## config.mk

```make
export PLATFORM = sky130hd
export DESIGN_NAME = serial_byte_ctrl
export DESIGN_NICKNAME = d
export VERILOG_FILES = /design/src/rtl/serial_byte_ctrl.sv
export SDC_FILE = /design/constraint.sdc
export NUM_CORES = 1
export LEC_CHECK = 0
export CORE_AREA = 2 2 43 45
export CTS_CLUSTER_DIAMETER = 150
export DETAILED_ROUTE_END_ITERATION = 8
export DIE_AREA = 0 0 45 47
export MAX_ROUTING_LAYER = met4
export PLACE_DENSITY = 0.72
export SYNTH_ARGS = -nofsm -noshare
export SYNTH_HDL_FRONTEND = slang
export SYNTH_SLANG_ARGS = --single-unit
```

## constraint.sdc

```tcl
create_clock -name clk -period 1.75 [get_ports clk]
set_input_delay 0.2625 -clock clk [delete_from_list [all_inputs] [get_ports clk]]
set_output_delay 0.2625 -clock clk [all_outputs]
set_load 0.1 [all_outputs]
```

## src/rtl/serial_byte_ctrl.sv

```systemverilog
// serial_byte_ctrl: serial-to-byte assembler with slot demux select; SERIAL_BYTE_CTRL_TIMEOUT_EN adds an inter-bit timeout with outErr.
module serial_byte_ctrl #(
    parameter int LSB_FIRST = 1
) (
    input  logic       clk,
    input  logic       resetb,
    input  logic       inSync,
    input  logic       inValid,
    input  logic       inData,
    output logic       inReady,
    output logic [2:0] outSel,
    output logic       outValid,
    input  logic       outReady,
    output logic [7:0] outByte
`ifdef SERIAL_BYTE_CTRL_TIMEOUT_EN
    ,
    output logic       outErr
`endif
);
    typedef enum logic [1:0] {IDLE, FILL, FULL} state_t;
    state_t     state;
    logic [2:0] slotCnt;
    logic       inXfer;
    logic       outXfer;
`ifdef SERIAL_BYTE_CTRL_TIMEOUT_EN
    logic [3:0] idleCnt;
`endif
    function automatic logic [2:0] slotSel(input logic [2:0] c);
        return (LSB_FIRST != 0) ? c : ~c;
    endfunction
    // inSync outranks outReady in FULL so a sync never admits a bit into the next byte
    assign inReady = (state == FULL) ? (outReady & ~inSync) : ~inSync;
    assign inXfer  = inValid & inReady;
    assign outXfer = outValid & outReady;
    always_ff @(posedge clk or negedge resetb) begin
        if (!resetb) begin
            state    <= IDLE;
            slotCnt  <= 3'd0;
            outSel   <= slotSel(3'd0);
            outByte  <= 8'h00;
            outValid <= 1'b0;
`ifdef SERIAL_BYTE_CTRL_TIMEOUT_EN
            idleCnt  <= 4'd0;
            outErr   <= 1'b0;
`endif
        end else begin
`ifdef SERIAL_BYTE_CTRL_TIMEOUT_EN
            idleCnt <= 4'd0;
            outErr  <= 1'b0;
`endif
            if (inSync && state != FULL) begin
                state   <= IDLE;
                slotCnt <= 3'd0;
                outSel  <= slotSel(3'd0);
                outByte <= 8'h00;
            end else if (inXfer) begin
                // a bit accepted in FULL starts a fresh byte in the cycle the old one leaves
                outByte  <= ((state == FULL) ? 8'h00 : outByte) | ({7'b0, inData} << outSel);
                slotCnt  <= slotCnt + 3'd1;
                outSel   <= slotSel(slotCnt + 3'd1);
                state    <= (slotCnt == 3'd7) ? FULL : FILL;
                outValid <= (slotCnt == 3'd7);
            end else if (outXfer) begin
                state    <= IDLE;
                outByte  <= 8'h00;
                outValid <= 1'b0;
            end
`ifdef SERIAL_BYTE_CTRL_TIMEOUT_EN
            else if (state == FILL) begin
                if (idleCnt == 4'd14) begin
                    state   <= IDLE;
                    slotCnt <= 3'd0;
                    outSel  <= slotSel(3'd0);
                    outByte <= 8'h00;
                    outErr  <= 1'b1;
                end else begin
                    idleCnt <= idleCnt + 4'd1;
                end
            end
`endif
        end
    end
endmodule

```

# [Word-level counts from Yosys, hierarchy flattened]
# Cells that the tools add are included.
[word_totals] in_bits=6 output_inout_bits=13 word_cells=33 regBits=14
[classes] n_reduce_logical=5 bitwise=6 muxes=13 add_sub_neg=1 shifts=1 eq_ne=3
[ops] cell="$mux W8" n=4
[ops] cell="$mux W2" n=4
[ops] cell="$or A8 B8 Y8" n=1
[ops] cell="$shl A1 B3 Y8" n=1
[ops] cell="$mux W3" n=2
[ops] cell="$reduce_bool A2 Y1" n=2
[ops] cell="$add A3 B1 Y3 const B" n=1
[ops] cell="$and A1 B1 Y1" n=3
[ops] cell="$eq A3 B3 Y1 const B" n=1
[ops] cell="$mux W1" n=3
[ops] cell="$reduce_bool A3 Y1" n=1
[ops] cell="$eq A2 B2 Y1 const B" n=1
[ops] cell="$ne A2 B2 Y1 const B" n=1
[ops] cell="$not A1 Y1" n=2
[ops] cell="$reduce_and A2 Y1" n=1
[ops] cell="$logic_and A1 B1 Y1" n=1

# [Longest topological paths before layout]
[depth] ltp_word=6 mapped_depth=4 mapped_depth_nobuf=4

# [Least setup slack after synthesis]
# OpenSTA, ideal clock, no wires.
[synth_path] path_kind="reg-to-output" startpoint="reg state[1]" endpoint="out inReady" stages_incl_launch_ff=3 arrival_time_ns=1.793 n_path_buf=0 path_slack_ns=-0.305 t_required_ns=1.487 path_cell_list="dfrtp_1 -> nor3b_4 -> nor2_1"
[synth_between] elab_chain_cells=2
[synth_lines] element="start: declaration" line_no="21" text="state_t state;"
[synth_lines] element="start signal: assignment" line_no="61" text="state <= (slotCnt == 3'd7) ? FULL : FILL;"
[synth_lines] element="$eq A2 B2 Y1" line_no="32" text="assign inReady = (state == FULL) ? (outReady & ~inSync) : ~inSync;"
[synth_lines] element="$mux W1" line_no="32"
[synth_lines] element="end: declaration" line_no="10" text="output logic inReady,"
# No other way between the ends.

# [Worst setup path after layout]
[layout_path] startpoint="in outReady" endpoint="out inReady"
[layout_between] elab_chain_cells=2
[layout_lines] element="start: declaration" line_no="13" text="input logic outReady,"
[layout_lines] element="$and A1 B1 Y1" line_no="32"
[layout_lines] element="$mux W1" line_no="32"
# No other way between the ends.

==> impl_metrics.py <==
metrics = {
    "logic_synthesis": {
        "synth_edf_count": 0,
        "synth_ff_type": "dfrtp_1",
        "ys_async_sr_fraction": 1.00,
        "synth_area_per_cell_sq_um": 12.5,
        "synth-seq-area-share": 0.509,
        "synth.cell_area_sq_um": 688,
        "synth_fp_nets": 63,
        "synth_cell_types": 25,
        "yosys-top-cells-area": "dfrtp_1, a22o_1, ha_1, a22oi_4, a32o_1",
        "synth_largest_area_cell": "dfrtp_1",
        "yosys.area.top_type_share": 0.509,
        "syn_inst": 55,
        "synth_seq_cells": 14,
        "yosysWarnings": 0,
    },
    "floorplan": {
        "dieArea_sq_um": 2120,
        "die_h_um": 47,
        "core.rowCount": 15,
        "die_x_um": 45,
        "initial_utilization": 0.417,
        "ios": 19,
        "fp.coreArea_sq_um": 1650,
    },
    "global_route": {
        "gr-total-overflow": 0,
        "grt_use_total": 0.175,
        "grt_pass1_wl_um": 2480,
        "use_met3": 0.0346,
        "gr-max-usage-layer": "met2",
        "gr-usage-met1": 0.200,
        "met2_usage": 0.283,
        "grt_max_degree": 15,
        "grt_pass1_vias": 559,
        "antenna_found_initial": 0,
    },
    "timing": {
        "fin_crit_sh": 0.914,
        "max_slew.worst_pin.slew_ns": 0.634,
        "post-route-min-period_ns": 1.60,
        "rsz0062_at_grt": "no",
        "fin_skew_ns": 0.00108,
        "hold_viol_final": 0,
        "finalSetupViolations": 0,
        "max_freq_mhz": 625,
        "slew_headroom": 0.576,
        "setup_tns_ns": 0,
        "report.final.slew_viol_count": 0,
    },
    "power": {
        "pwr-share-comb": 0.213,
        "p_sw_uw": 210,
        "ir_worst_vdd_mv": 0.439,
        "internal-power_uw": 521,
        "seq_power_share": 0.473,
        "swShare": 0.287,
        "clock_power_share": 0.315,
        "power_density_nw_per_um2": 664,
        "leakage_uw": 0.000494,
        "power_uw": 730,
    },
    "setup_path": {
        "crit_path_end": "inReady",
        "cp.arrival_ns": 1.34,
        "cp_max_fo": 3,
        "critPathRequiredTime_ns": 1.49,
        "critical_path.startpoint": "outReady",
        "crit_type": "in -> out",
        "r2r-start": "state[0]",
        "rr_worst_depth": 4,
        "r2r_slack_ns": 0.37,
        "end_kind": "output port",
        "startpoint_type": "input pin",
        "r2r_end": "outByte[6]",
    },
    "cts": {
        "cts_made_buffers": 3,
        "ctsHoldBuffers": 0,
        "cts_max_path_buffers": 2,
        "path_clk_slew_ns": 0.08,
        "cts_setup_buffers": 0,
        "insertion_delay_ns": 0.27,
        "htreeDepth": 1,
        "root_buffer": "clkbuf_4",
        "cts_num_sinks": 14,
        "cts_tree": "built",
        "cts.repair.resized": 0,
    },
    "layout": {
        "drive_above_1_share": 0.439,
        "n_fill_cell": 119,
        "area_growth_syn_to_layout_pct": 59.8,
        "finalInstanceArea_sq_um": 1100,
        "fin_nets": 91,
        "layout.cells.non_filler": 99,
        "utilization": 0.666,
        "diodes": 0,
    },
    "run": {
        "cap_violations": 0,
    },
    "run_status": {
        "status": "complete, no violations",
    },
    "placed_design": {
        "io_buffers": 18,
        "dpl_cell_area_sq_um": 1060,
        "hpwl_um": 1160,
        "routabilityCongestion": 0.762,
        "dpl.cell_count": 95,
    },
    "drt": {
        "routed_via_density": 5.43,
        "ant_nets": 0,
        "drc": 0,
        "dr.pass1.iters": 3,
        "dr.first_iter.drc_count": 8,
        "route.vias.total": 538,
        "routed_wl_um": 1510,
        "routedWlPerCell_um": 15.3,
    },
    "worst_hold_path": {
        "hold_path_class": "in -> async",
    },
}
## stage by stage
stage	setup slack (ns)	hold WS [ns]
2_1_floorplan	0.104	-0.0331
3_3_place_gp	0.0681	0.519
3_5_place_dp	0.0259	0.527
4_1_cts	0.141	0.379
5_1_grt	0.0964	0.410
6_report	0.151	0.373
## cells by family (layout without fill, tap and decap cells)
logic type	after synthesis	after routing	share of synthesized area
muxes	2	2	0.0291
adders and majority gates	2	2	0.0364
xor gates and xnor gates	1	1	0.0127
and+or+nand+nor	18	18	0.182
DFF	14	14	0.509
buffers and inverters	2	29	0.0109
AOI/OAI and AO/OA	16	16	0.220
## worst min-delay path by stage
stage	start	to	slack, ns	cells past startpoint
2_1_floorplan	resetb	outByte[0]	-0.03	0
3_3_place_gp	state[1]	state[1]	0.52	2
3_5_place_dp	state[1]	state[1]	0.53	2
4_1_cts	resetb	state[1]	0.38	1
5_1_grt	resetb	outByte[0]	0.41	1
6_report	resetb	state[1]	0.37	1
## synthesized netlist by cell type (2+ instances only)
cell type and instances:
dfrtp_1 14, a22o_1 6, nor2_1 5, nand2_1 3, a32o_1 2, ha_1 2, inv_1 2, mux2i_1 2
nor2b_1 2, o21ai_0 2
## area by class of cell
cell class,count,area (sq um),area share
flip-flops and latches,14,354,0.322
multi-input cells,39,333,0.303
repair buffers,23,348,0.316
inverters,2,7.51,0.00683
well taps,17,21.3,0.0193
clock buffers,4,36.3,0.0330
## critical path, stage by stage
cell             delay, ns
clkdlybuf4s50_1       0.47
nor3b_4               0.34
nor2_2                0.08
buf_12                0.17
## power groups by stage
stage	logic, uW	registers, uW	clock network, uW
2_1_floorplan	40.2	391	0
3_3_place_gp	154	351	0
3_5_place_dp	156	351	0
4_1_cts	156	345	237
5_1_grt	164	347	251
6_report	155	345	230
## per-layer routing
| layer | share of wire | vias to the layer above | routed length, um |
|---|---|---|---|
| met4 | 0.014 | 0 | 21 |
| met1 | 0.43 | 265 | 653 |
| met3 | 0.040 | 2 | 61 |
| met5 | 0 | - | 0 |
| met2 | 0.51 | 12 | 776 |
| li1 | - | 259 | - |
## registers in the layout, summed over array words and instances, names as in the netlist
register,cells
outByte,8
slotCnt,3
state,2
outValid,1
## cell usage in the layout, fill, tap and decap left out, types with 2 or more instances in the layout
| cell type | n |
|---|---|
| o21ai_0 | 2 |
| ha_1 | 2 |
| mux2i_1 | 2 |
| a22o_1 | 6 |
| nand2_1 | 3 |
| inv_1 | 2 |
| a32o_1 | 2 |
| buf_4 | 5 |
| buf_12 | 13 |
| dfrtp_2 | 3 |
| dfrtp_1 | 11 |
| nor2b_1 | 2 |
| clkdlybuf4s50_1 | 5 |
| nor2_1 | 4 |
| clkbuf_4 | 3 |
(Power assumes the default switching activity.)
